$ cat src/rtl/core_v_mcu_pkg.sv
// Shared MCU definitions: boot ROM arbiter FSM states, the default boot ROM size
// and a small helper for sizing requester index fields.
package core_v_mcu_pkg;

  localparam int unsigned BootRomBytes = 4096;

  typedef enum logic [1:0] {
    IDLE  = 2'd0,
    ISSUE = 2'd1,
    WAIT  = 2'd2,
    RESP  = 2'd3
  } bootrom_arb_state_e;

  function automatic int unsigned idx_width(input int unsigned n);
    return (n < 2) ? 1 : $clog2(n);
  endfunction

endpackage

$ cat src/rtl/bootrom_rr_arb.sv
// Round-robin pick among request bits, searching upward from the slot after last_grant.
// Purely combinational; grant is one-hot (all zero when nothing is requested).
module bootrom_rr_arb
  import core_v_mcu_pkg::*;
#(
  parameter int unsigned NumReq = 3,
  parameter int unsigned IdxW   = idx_width(NumReq)
) (
  input  logic [NumReq-1:0] req,
  input  logic [IdxW-1:0]   last_grant,
  output logic [NumReq-1:0] grant,
  output logic [IdxW-1:0]   grant_idx
);

  logic            found;
  int              cand;
  logic [IdxW-1:0] cand_idx;

  always_comb begin
    found     = 1'b0;
    grant_idx = '0;
    cand      = 0;
    cand_idx  = '0;
    // off runs to NumReq so last_grant itself is considered last
    for (int off = 1; off <= int'(NumReq); off++) begin
      cand     = (int'(last_grant) + off) % int'(NumReq);
      cand_idx = IdxW'(cand);
      if (!found && req[cand_idx]) begin
        found     = 1'b1;
        grant_idx = cand_idx;
      end
    end
  end

  for (genvar gi = 0; gi < NumReq; gi++) begin : g_onehot
    assign grant[gi] = found && (grant_idx == IdxW'(gi));
  end

endmodule

$ cat src/rtl/bootrom_arbiter.sv
// Serialises reads from several requesters onto a single boot ROM port, one
// transaction at a time; out-of-range addresses are answered with an error flag.
module bootrom_arbiter
  import core_v_mcu_pkg::*;
#(
  parameter int unsigned NumReq    = 3,
  parameter int unsigned AddrWidth = 64,
  parameter int unsigned DataWidth = 32,
  parameter int unsigned RomBytes  = BootRomBytes
) (
  input  logic                             clk_i,
  input  logic                             rst_i,
  input  logic [NumReq-1:0]                req_valid_i,
  input  logic [NumReq-1:0][AddrWidth-1:0] req_addr_i,
  output logic [NumReq-1:0]                req_ready_o,
  output logic [NumReq-1:0]                rsp_valid_o,
  input  logic [NumReq-1:0]                rsp_ready_i,
  output logic [DataWidth-1:0]             rsp_rdata_o,
  output logic                             rsp_error_o,
  output logic                             rom_req_o,
  output logic [AddrWidth-1:0]             rom_addr_o,
  input  logic [DataWidth-1:0]             rom_rdata_i
);

  localparam int unsigned         IdxW     = idx_width(NumReq);
  localparam logic [AddrWidth-1:0] RomLimit = AddrWidth'(RomBytes);

  bootrom_arb_state_e   state_reg;
  logic [IdxW-1:0]      last_grant_reg;
  logic [IdxW-1:0]      winner_reg;
  logic [DataWidth-1:0] rdata_reg;
  logic                 error_reg;
  logic                 rom_req_reg;
  logic [AddrWidth-1:0] rom_addr_reg;
  logic [NumReq-1:0]    rsp_valid_reg;
  logic                 ready_en_reg;

  logic [NumReq-1:0]    arb_grant;
  logic [IdxW-1:0]      arb_idx;
  logic [NumReq-1:0]    winner_onehot;
  logic [AddrWidth-1:0] sel_addr;
  logic                 accept_en;
  logic                 accept;
  logic                 in_range;

  bootrom_rr_arb #(
    .NumReq (NumReq),
    .IdxW   (IdxW)
  ) u_rr_arb (
    .req        (req_valid_i),
    .last_grant (last_grant_reg),
    .grant      (arb_grant),
    .grant_idx  (arb_idx)
  );

  for (genvar gi = 0; gi < NumReq; gi++) begin : g_winner
    assign winner_onehot[gi] = (winner_reg == IdxW'(gi));
  end

  // ready_en_reg keeps every output quiet for the first cycle after reset
  assign accept_en   = (state_reg == IDLE) && ready_en_reg && !rst_i;
  assign req_ready_o = accept_en ? arb_grant : '0;
  assign accept      = accept_en && (|req_valid_i);
  assign sel_addr    = req_addr_i[arb_idx];
  assign in_range    = (sel_addr < RomLimit);

  always_ff @(posedge clk_i) begin
    if (rst_i) begin
      state_reg      <= IDLE;
      last_grant_reg <= IdxW'(NumReq - 1);
      winner_reg     <= '0;
      rdata_reg      <= '0;
      error_reg      <= 1'b0;
      rom_req_reg    <= 1'b0;
      rom_addr_reg   <= '0;
      rsp_valid_reg  <= '0;
      ready_en_reg   <= 1'b0;
    end else begin
      ready_en_reg <= 1'b1;
      case (state_reg)
        IDLE: begin
          if (accept) begin
            last_grant_reg <= arb_idx;
            winner_reg     <= arb_idx;
            if (in_range) begin
              rom_req_reg  <= 1'b1;
              rom_addr_reg <= {sel_addr[AddrWidth-1:2], 2'b00};
              state_reg    <= ISSUE;
            end else begin
              rdata_reg     <= '0;
              error_reg     <= 1'b1;
              rsp_valid_reg <= arb_grant;
              state_reg     <= RESP;
            end
          end
        end
        ISSUE: begin
          rom_req_reg  <= 1'b0;
          rom_addr_reg <= '0;
          state_reg    <= WAIT;
        end
        WAIT: begin
          rdata_reg     <= rom_rdata_i;
          error_reg     <= 1'b0;
          rsp_valid_reg <= winner_onehot;
          state_reg     <= RESP;
        end
        RESP: begin
          if (rsp_ready_i[winner_reg]) begin
            rsp_valid_reg <= '0;
            state_reg     <= IDLE;
          end
        end
        default: state_reg <= IDLE;
      endcase
    end
  end

  assign rsp_valid_o = rsp_valid_reg;
  assign rsp_rdata_o = rdata_reg;
  assign rsp_error_o = error_reg;
  assign rom_req_o   = rom_req_reg;
  assign rom_addr_o  = rom_addr_reg;

endmodule

$ cat config.mk
export PLATFORM = sky130hd
export DESIGN_NAME = bootrom_arbiter
export DESIGN_NICKNAME = d
export VERILOG_FILES = /design/src/rtl/core_v_mcu_pkg.sv /design/src/rtl/bootrom_rr_arb.sv /design/src/rtl/bootrom_arbiter.sv
export SDC_FILE = /design/constraint.sdc
export NUM_CORES = 1
export LEC_CHECK = 0
export ABC_AREA = 0
export CAP_MARGIN = 20
export CORE_AREA = 2 2 130 132
export DETAILED_ROUTE_END_ITERATION = 7
export DIE_AREA = 0 0 132 134
export GPL_ROUTABILITY_DRIVEN = 1
export MAX_ROUTING_LAYER = met4
export PLACE_DENSITY = 0.67
export SETUP_SLACK_MARGIN = 0.2
export SLEW_MARGIN = 30
export SYNTH_ARGS = -nofsm -noshare
export SYNTH_HDL_FRONTEND = slang
export SYNTH_SLANG_ARGS = --single-unit
export TNS_END_PERCENT = 100
$ cat constraint.sdc
create_clock -name clk_i -period 8.8 [get_ports clk_i]
set_clock_uncertainty 0.05 [all_clocks]
set_input_delay 0.88 -clock clk_i [delete_from_list [all_inputs] [get_ports clk_i]]
set_output_delay 0.88 -clock clk_i [all_outputs]
set_load 0.02 [all_outputs]
==> metrics.csv, run 1 <==
metric,value,unit
Worst Hold Launch,rom_addr_o[28]$_SDFFE_PP0P_,
Post-Route Setup TNS,0,ns
crit-path max FO,14,
Final nets,975,
Rows,47,
Final Hold Vio Count,0,
sequential fraction of the synthesis area,0.495,
Post-synth top cells,"105 x dfxtp_1, 52 x and2_1, 37 x nor4_1, 32 x a22o_1, 19 x a21oi_1",
"count leader, synth",dfxtp_1,
gr usage total,0.177,
final count of pins violating max slew,0,
R2R setup slack,4.80,ns
status,finished clean,
Synth-to-Final Area Change,88.4,%
met3 WL,1370,um
Initial Util,0.261,
Netlist Area Pre-Place,4250,sq um
H-tree Lvls,3,
GP Congestion,0.827,
Ys Warns,0,
Worst VDD drop,0.0895,mV
number of buffers created by CTS,9,
RSZ-0062 raised after global routing,no,
filler instances,1457,
Leak Pwr,3.00,nW
IO Port Bufs,327,
drt pass-1 iters,4,
initial antenna violation count,0,
layout cells sized above 1,0.0392,
DRT met1 WL,6520,um
R2R depth,10,
number of global-route vias before repair,4652,
Seq pwr share,0.389,
DP Cell Count,943,
vias per cell,4.60,
switching share of power,0.314,
Setup Crit Path Kind,input pin to output pin,
wire length per cell,16.4,um
worst min-delay path endpoint,rom_addr_o[28]$_SDFFE_PP0P_,
# resized after CTS,0,
Final HPWL DP,12500,um
Fmax achieved,216,MHz
met2 wire length,7640,um
reg-to-reg critical path startpoint,last_grant_reg[0]$_SDFFE_PP0P_,
clock power share,0.292,
Setup Viol. Count Final,0,
Psw,0.429,mW
first-pass GRT wire length,24200,um
Synth Instances,415,
residual DRC count,0,
min cycle time layout,4.62,ns
Vias,4409,
max FFs per register,62,
fin crit share,0.525,
Logic pwr share,0.319,
slew of the pin with the lowest slew margin,0.867,ns
end of the worst register-to-register path,rom_addr_o[24]$_SDFFE_PP0P_,
Clock Tree Buf Depth,2,
clk_lat worst skew,0.34,ns
Slew headroom,0.422,
post-CTS setup buffer count,0,
Die ar.,17700,sq um
CP startpoint kind,input pin,
Core ar.,16300,sq um
internal power,0.936,mW
fin cells,959,
Post-synth EDFFs,0,
Yosys top cell by area,dfxtp_1,
Final Core Density,0.491,
# diodes,0,
synth top area cells,"dfxtp_1 49%, and2_1 7.7%, a22o_1 6.6%, nor4_1 5.4%, mux2i_1 3.1%",
crit path capture type,output pin,
Die W,132,um
synth unique cells,54,
I/O pin total,336,
root buffer cell,clkbuf_16,
"flops & latches, synth",105,
Required @ worst endpoint,7.87,ns
power density over the cells,171,nW/um^2
max_cap viols,0,
final WL,15700,um
DRT iter0 DRCs,134,
most used flip-flop cell after synthesis,dfxtp_1,
Worst-path clk slew,0.08,ns
# clock sinks,105,
uppermost layer routed,met4,
Synth top area share,0.495,
Hold Path Cell Cnt,1,
CTS tree,yes,
Hold Crit Class,flip-flop to flip-flop,
largest net degree at the start of global routing,63,
CTS Hold Bufs,0,
total gr overflow,0,
antenna-violating nets left,0,
Async SR Flop Fraction,0,
CP arrival,3.69,ns
Die H,134,um
Syn Area/Cell,10.2,sq um
power after layout,1.36,mW
[cells by family (layout without fill, tap and decap cells)]
logic type / after synthesis / count (layout) / synth area share
AOI/OAI and AO/OA: 94 / 94 / 0.187
adders and majority gates: 9 / 9 / 0.0265
buffers and inverters: 34 / 357 / 0.0400
DFF: 105 / 105 / 0.495
muxes: 14 / 14 / 0.0333
other: 1 / 2 / 0.000883
and+or+nand+nor: 158 / 158 / 0.218
[layout make-up]
cell class / instances / area (sq um) / area share
Tap cell: 220 / 275 / 0.0344
Timing Repair Buffer: 329 / 3290 / 0.411
Sequential cell: 105 / 2100 / 0.263
Clock buffer: 9 / 225 / 0.0281
Clock inverter: 7 / 80.1 / 0.0100
Inverter: 12 / 45.0 / 0.00563
Multi-Input combinational cell: 277 / 1990 / 0.248
[power groups by stage]
stage | registers (mW) | logic, mW | clock network (mW)
after CTS | 0.531 | 0.436 | 0.414
after detailed placement | 0.542 | 0.434 | 0
final | 0.531 | 0.435 | 0.399
after global routing | 0.535 | 0.471 | 0.434
after floorplan | 0.573 | 0.199 | 0
after global placement | 0.540 | 0.421 | 0
[layout by cell type, fill, tap and decap left out, drive strengths merged, types with 5 or more instances in the layout]
cell and n:
a21oi 19, a22o 32, and2 52, clkbuf 9
clkdlybuf4s50 327, dfxtp 105, ha 9, inv 15
mux2i 13, nand2 12, nand3 6, nor2 18
nor3 5, nor4 37, o211ai 5, o2bb2ai 10
or3 5, or4 5
[metal layers]
metal | track usage | vias to the layer above
li1 | - | 2176
met1 | 0.207 | 2033
met2 | 0.295 | 187
met3 | 0.0627 | 13
met4 | 0.0362 | 0
met5 | - | -
[through the flow]
step,setup WS (ns),area (sq um),hold slack (ns)
final,4.18,8000,0.410
after global routing,3.98,8000,0.427
after CTS,4.13,8000,0.416
after detailed placement,4.14,7700,0.393
after global placement,4.18,7690,0.392
after floorplan,5.54,4250,0.415
[worst max-delay path, stage by stage]
cell	delay, ns
clkdlybuf4s50_1	0.53
and3b_1	0.24
o211ai_1	0.18
a41o_1	0.77
o31ai_1	0.23
nor3_1	0.22
clkdlybuf4s50_1	0.64
[how the worst max path moves through the flow]
stage | startpoint | to | slack (ns)
2_1_floorplan | req_addr_i[54] | rsp_rdata_o[10]$_SDFFE_PP0P_ | 5.54
4_1_cts | req_valid_i[2] | req_ready_o[0] | 4.13
6_report | req_valid_i[2] | req_ready_o[0] | 4.18
5_1_grt | req_valid_i[2] | req_ready_o[0] | 3.98
3_3_place_gp | req_valid_i[2] | req_ready_o[0] | 4.18
3_5_place_dp | req_valid_i[2] | req_ready_o[0] | 4.14
(Power assumes the default switching activity.)
==> inputs of run 2 (changes only) <==
==> constraint.sdc (replaced) <==
create_clock -name clk_i -period 4.8 [get_ports clk_i]
set_clock_uncertainty 0.05 [all_clocks]
set_input_delay 0.48 -clock clk_i [delete_from_list [all_inputs] [get_ports clk_i]]
set_output_delay 0.48 -clock clk_i [all_outputs]
set_load 0.02 [all_outputs]
==> run 2 against run 1 <==
Net effect:
- sequential power up 83%
- combinational power up 82%
- register-to-register slack worse by 3.9 ns
==> metrics.csv, run 2 (synthesis gave the netlist of run 1 again) <==
metric,value,unit,change
status,finished clean,,
gr usage total,0.179,,+0.00140
slew of the pin with the lowest slew margin,0.826,ns,-0.0416 ns
Initial Util,0.261,,unchanged
Slew headroom,0.450,,+0.0278
Clock Tree Buf Depth,2,,unchanged
Leak Pwr,3.01,nW,+0.34%
antenna-violating nets left,0,,unchanged
IO Port Bufs,327,,unchanged
RSZ-0062 raised after global routing,no,,
WP buf/inv,2,,unchanged
Placement Cell Area,7700,sq um,about the same
Rows,47,,unchanged
largest net degree at the start of global routing,63,,unchanged
worst min-delay path endpoint,rom_addr_o[54]$_SDFFE_PP0P_,,
GP Congestion,0.837,,+1.2%
Vias,4427,,+0.41%
number of buffers created by CTS,9,,unchanged
max FFs per register,62,,unchanged
CTS Hold Bufs,0,,unchanged
Synth-to-Final Area Change,88.6,%,
CP arrival,3.58,ns,-0.11 ns
post-CTS setup buffer count,0,,unchanged
"most common cell after layout, fill and taps aside",clkdlybuf4s50_1,,
Hold Crit Class,flip-flop to flip-flop,,
fin cells,960,,+0.10%
vias per cell,4.61,,+0.30%
Post-Route Setup TNS,0,ns,unchanged
residual DRC count,0,,unchanged
Die W,132,um,unchanged
slowest cell on the critical path,a41o_1,,
end of the worst register-to-register path,rom_addr_o[43]$_SDFFE_PP0P_,,
I/O pin total,336,,unchanged
Final Hold Vio Count,0,,unchanged
post-route cell area,8010,sq um,+0.11%
min cycle time layout,4.11,ns,
R2R setup slack,0.90,ns,-3.90 ns
area occupied by multi-input gates,1980,sq um,-0.25%
Fmax achieved,244,MHz,
Final HPWL DP,12600,um,+1.0%
wire length per cell,16.4,um,+0.26%
total gr overflow,0,,unchanged
R2R depth,10,,unchanged
Worst VDD drop,0.180,mV,+100%
Final Core Density,0.492,,+0.000537
"commonest cells after routing, fill and taps aside","327 x clkdlybuf4s50_1, 105 x dfxtp_1, 52 x and2_1",,
CTS tree,yes,,
Place WS,0.687,ns,-3.45 ns
Worst-path clk slew,0.07,ns,about the same
DRT iter0 DRCs,149,,+11%
CP startpoint kind,flip-flop,,
final WL,15700,um,+0.36%
number of global-route vias before repair,4674,,+0.47%
"Critical Path, Cell by Cell",inv_1 > ha_1 > and3b_1 > o211ai_1 > a41o_1 > o31ai_1 > nor3_1 > clkdlybuf4s50_1,,
max_cap viols,0,,unchanged
first-pass GRT wire length,24400,um,+0.68%
reg-to-reg critical path startpoint,last_grant_reg[0]$_SDFFE_PP0P_,,
Final nets,976,,+0.10%
fin crit share,0.855,,
H-tree Lvls,3,,unchanged
layout cells sized above 1,0.0392,,unchanged
# resized after CTS,0,,unchanged
clk_lat worst skew,0.34,ns,about the same
crit path capture type,output pin,,
register area,2100,sq um,unchanged
DP Cell Count,944,,+0.11%
worst setup margin,0.694,ns,-3.48 ns
Required @ worst endpoint,4.27,ns,-3.60 ns
Setup Viol. Count Final,0,,unchanged
power density over the cells,315,nW/um^2,+85%
power after layout,2.53,mW,+85%
Setup Crit Path Kind,flip-flop to output pin,,
final count of pins violating max slew,0,,unchanged
final hold slack,0.408,ns,-0.00268 ns
root buffer cell,clkbuf_16,,
Hold Path Cell Cnt,1,,unchanged
CP top delay family,compound AO/OA/AOI/OAI gates,,
drt pass-1 iters,4,,unchanged
# clock sinks,105,,unchanged
Worst path max stage delay,0.74,ns,-0.03 ns
Die ar.,17700,sq um,unchanged
initial antenna violation count,0,,unchanged
filler instances,1517,,+4.1%
Core ar.,16300,sq um,unchanged
Worst Hold Launch,rom_addr_o[54]$_SDFFE_PP0P_,,
Die H,134,um,unchanged
crit-path max FO,14,,unchanged
## run 2: how the worst max path moves through the flow
stage | startpoint | end | slack, ns | depth (start not counted)
after floorplan | last_grant_reg[0]$_SDFFE_PP0P_ | rsp_rdata_o[10]$_SDFFE_PP0P_ | 1.74 | 11
after global placement | req_valid_i[1] | rom_addr_o[21]$_SDFFE_PP0P_ | 0.80 | 9
after detailed placement | req_valid_i[2] | rom_addr_o[21]$_SDFFE_PP0P_ | 0.69 | 9
after CTS | last_grant_reg[0]$_SDFFE_PP0P_ | req_ready_o[0] | 0.66 | 8
after global routing | last_grant_reg[0]$_SDFFE_PP0P_ | req_ready_o[0] | 0.43 | 8
final | last_grant_reg[0]$_SDFFE_PP0P_ | req_ready_o[0] | 0.69 | 8
## run 2: area by class of cell
class                           count  share of cell area
Timing Repair Buffer              330               0.411
Sequential cell                   105               0.262
Multi-Input combinational cell    277               0.248
Tap cell                          220              0.0344
Clock buffer                        9              0.0281
Clock inverter                      6              0.0105
Inverter                           12             0.00562
Antenna cell                        1            0.000312
## run 2: metal layers
metal | GRT usage | vias up | wire, um | share of wire
met4 | 0.0543 | 0 | 362 | 0.023
met1 | 0.204 | 2030 | 6630 | 0.42
met2 | 0.291 | 189 | 7490 | 0.48
met5 | - | - | 0 | 0
li1 | - | 2172 | - | -
met3 | 0.0688 | 36 | 1250 | 0.079
## run 2: worst reg2reg max path, stage by stage, from the launching register on
cell and delay [ns]:
dfxtp_1 0.46, inv_1 0.13, ha_1 0.33, and3b_1 0.25, o211ai_1 0.18, a41o_1 0.74, mux2i_1 0.55, a211oi_4 0.21
a221oi_4 0.28, buf_4 0.46, and2_1 0.23
## run 2: where the power goes
group | switching, mW | leakage [nW] | total, mW | internal (mW)
combinational | 0.384 | 2.01 | 0.793 | 0.409
sequential | 0.0397 | 0.848 | 0.973 | 0.933
clock | 0.346 | 0.152 | 0.762 | 0.416
total | 0.770 | 3.01 | 2.53 | 1.76
==> inputs of run 3 (changes only) <==
==> constraint.sdc (replaced) <==
create_clock -name clk_i -period 4.5 [get_ports clk_i]
set_clock_uncertainty 0.05 [all_clocks]
set_input_delay 0.45 -clock clk_i [delete_from_list [all_inputs] [get_ports clk_i]]
set_output_delay 0.45 -clock clk_i [all_outputs]
set_load 0.02 [all_outputs]
==> run 3 against run 2 <==
Net effect:
- sequential power increased by 7%
- setup slack improved by 0.12 ns
- global-route usage grew 0.30 points
- largest power group unchanged
- power is 7.5% higher
- register-to-register slack got worse by 0.08 ns
- highest routed layer unchanged
- core utilization increased by 0.10 points
==> metrics.csv, run 3 (synthesis gave the netlist of run 1 again) <==
metric,value,unit,change
fin cells,960,,unchanged
largest net degree at the start of global routing,63,,unchanged
slowest cell on the critical path,o221a_4,,
gr usage total,0.182,,+0.00300
number of global-route vias before repair,4628,,-0.98%
clock power share,0.303,,about the same
Clock Tree Buf Depth,2,,unchanged
status,finished clean,,
Slew headroom,0.535,,+0.0852
Rows,47,,unchanged
# clock sinks,105,,unchanged
slew of the pin with the lowest slew margin,0.697,ns,-0.129 ns
CTS tree,yes,,
Psw,0.824,mW,+7.0%
# resized after CTS,0,,unchanged
total gr overflow,0,,unchanged
Hold Crit Class,flip-flop to flip-flop,,
# diodes,0,,-1
reg-to-reg critical path startpoint,last_grant_reg[0]$_SDFFE_PP0P_,,
max FFs per register,62,,unchanged
first-pass GRT wire length,24800,um,+1.9%
R2R depth,9,,-1
RSZ-0062 raised after global routing,no,,
wire length per cell,16.6,um,+1.0%
internal power,1.89,mW,+7.7%
Die H,134,um,unchanged
vias per cell,4.61,,about the same
root buffer cell,clkbuf_16,,
Final HPWL DP,12600,um,about the same
CP Launch Point,last_grant_reg[0]$_SDFFE_PP0P_,,
CP top delay family,compound AO/OA/AOI/OAI gates,,
CP arrival,3.91,ns,+0.33 ns
"most common cell after layout, fill and taps aside",clkdlybuf4s50_1,,
Leak Pwr,3.02,nW,+0.20%
GP Congestion,0.859,,+2.6%
worst setup path end,rsp_rdata_o[25]$_SDFFE_PP0P_,,
fin crit share,0.818,,
switching share of power,0.303,,-0.00144
max_cap viols,0,,unchanged
drt pass-1 iters,4,,unchanged
min cycle time layout,3.68,ns,
Die ar.,17700,sq um,unchanged
Worst VDD drop,0.269,mV,+50%
post-CTS setup buffer count,0,,unchanged
DP Cell Count,944,,unchanged
layout cells sized above 1,0.0405,,+0.00130
CP Depth,9,,+1
crit path capture type,flip-flop,,
"commonest cells after routing, fill and taps aside","327 x clkdlybuf4s50_1, 105 x dfxtp_1, 52 x and2_1",,
R2R setup slack,0.82,ns,-0.08 ns
"Critical Path, Cell by Cell",inv_1 > ha_1 > or2_1 > a22oi_1 > nor2_4 > o311a_1 > a211oi_4 > o221a_4 > a22o_1,,
Core ar.,16300,sq um,unchanged
DRT iter0 DRCs,142,,-4.7%
initial antenna violation count,0,,unchanged
final count of pins violating max slew,0,,unchanged
number of buffers created by CTS,9,,unchanged
residual DRC count,0,,unchanged
Initial Util,0.261,,unchanged
power density over the cells,338,nW/um^2,+7.2%
Final nets,976,,unchanged
I/O pin total,336,,unchanged
register area,2100,sq um,unchanged
end of the worst register-to-register path,rsp_rdata_o[25]$_SDFFE_PP0P_,,
antenna-violating nets left,0,,unchanged
H-tree Lvls,3,,unchanged
Worst path max stage delay,0.54,ns,-0.20 ns
WP buf/inv,1,,-1
Setup Crit Path Kind,flip-flop to flip-flop,,
final WL,15900,um,+1.0%
clk_lat worst skew,0.34,ns,about the same
Die W,132,um,unchanged
CTS Hold Bufs,0,,unchanged
Fmax achieved,272,MHz,
filler instances,1516,,-0.066%
crit-path max FO,32,,+18
CP startpoint kind,flip-flop,,
Setup Viol. Count Final,0,,unchanged
Synth-to-Final Area Change,89.0,%,
IO Port Bufs,327,,unchanged
Worst-path clk slew,0.07,ns,about the same
Post-Route Setup TNS,0,ns,unchanged
Logic pwr share,0.314,,about the same
Required @ worst endpoint,4.72,ns,+0.45 ns
Vias,4429,,+0.045%
Final Hold Vio Count,0,,unchanged
area occupied by multi-input gates,1990,sq um,+0.25%
Seq pwr share,0.383,,-0.002
-- run 3: cell types whose count changed in the layout (fill, tap and decap cells not counted), sizes merged --
cell	delta
diode	-1
clkinv	+2
clkbuf	+1
inv	-2
-- run 3: layout make-up --
cell class	instances	area share
clock inverter	6	0.0104
clock buffer	10	0.0298
sequential	105	0.262
inverter	12	0.00561
tap	220	0.0343
timing repair buffer	330	0.410
multi-input combinational	277	0.248
-- run 3: how the worst min path moves through the flow --
stage                                            from                           to  slack, ns  cells past startpoint
final                     rom_addr_o[28]$_SDFFE_PP0P_  rom_addr_o[28]$_SDFFE_PP0P_       0.41                      1
after global routing      rom_addr_o[39]$_SDFFE_PP0P_  rom_addr_o[39]$_SDFFE_PP0P_       0.43                      1
after CTS                 rom_addr_o[28]$_SDFFE_PP0P_  rom_addr_o[28]$_SDFFE_PP0P_       0.41                      1
after floorplan             state_reg[1]$_SDFFE_PP0P_    state_reg[1]$_SDFFE_PP0P_       0.41                      2
after detailed placement  rom_addr_o[19]$_SDFFE_PP0P_  rom_addr_o[19]$_SDFFE_PP0P_       0.39                      1
after global placement    rom_addr_o[45]$_SDFFE_PP0P_  rom_addr_o[45]$_SDFFE_PP0P_       0.39                      1
-- run 3: worst reg2reg max path, delay by kind of cell (launching register included) --
kind                     cells  cell delay [ns]
AO/OA/AOI/OAI                5             2.05
adder cells (fa/ha/maj)      1             0.42
buffers and inverters        1             0.14
flip-flops                   1             0.46
AND/OR/NAND/NOR              2             0.50
-- run 3: stage by stage --
step                      hold WS, ns  instance area [sq um]  utilization  power, mW  setup WS [ns]
after floorplan                 0.415                   4250            -       1.51           1.44
after global placement          0.392                   7700        0.473       1.88          0.752
after detailed placement        0.393                   7710        0.473       1.91          0.777
after CTS                       0.414                   8030        0.493       2.75          0.789
after global routing            0.428                   8030        0.493       2.86          0.564
final                           0.408                   8030        0.493       2.72          0.817
-- run 3: power by group through the flow --
stage	clock [mW]	sequential, mW	combinational [mW]
finish	0.823	1.04	0.852
CTS	0.852	1.04	0.858
detailed placement	0	1.06	0.853
floorplan	0	1.12	0.389
global route	0.891	1.05	0.920
global placement	0	1.06	0.828
-- run 3: metal layers --
metal  vias to the layer above  share of wire  GRT usage
li1                       2175              -          -
met1                      2046           0.42      0.210
met2                       185           0.48      0.297
met3                        23          0.084     0.0684
met4                         0          0.016     0.0477
met5                         -              0          -
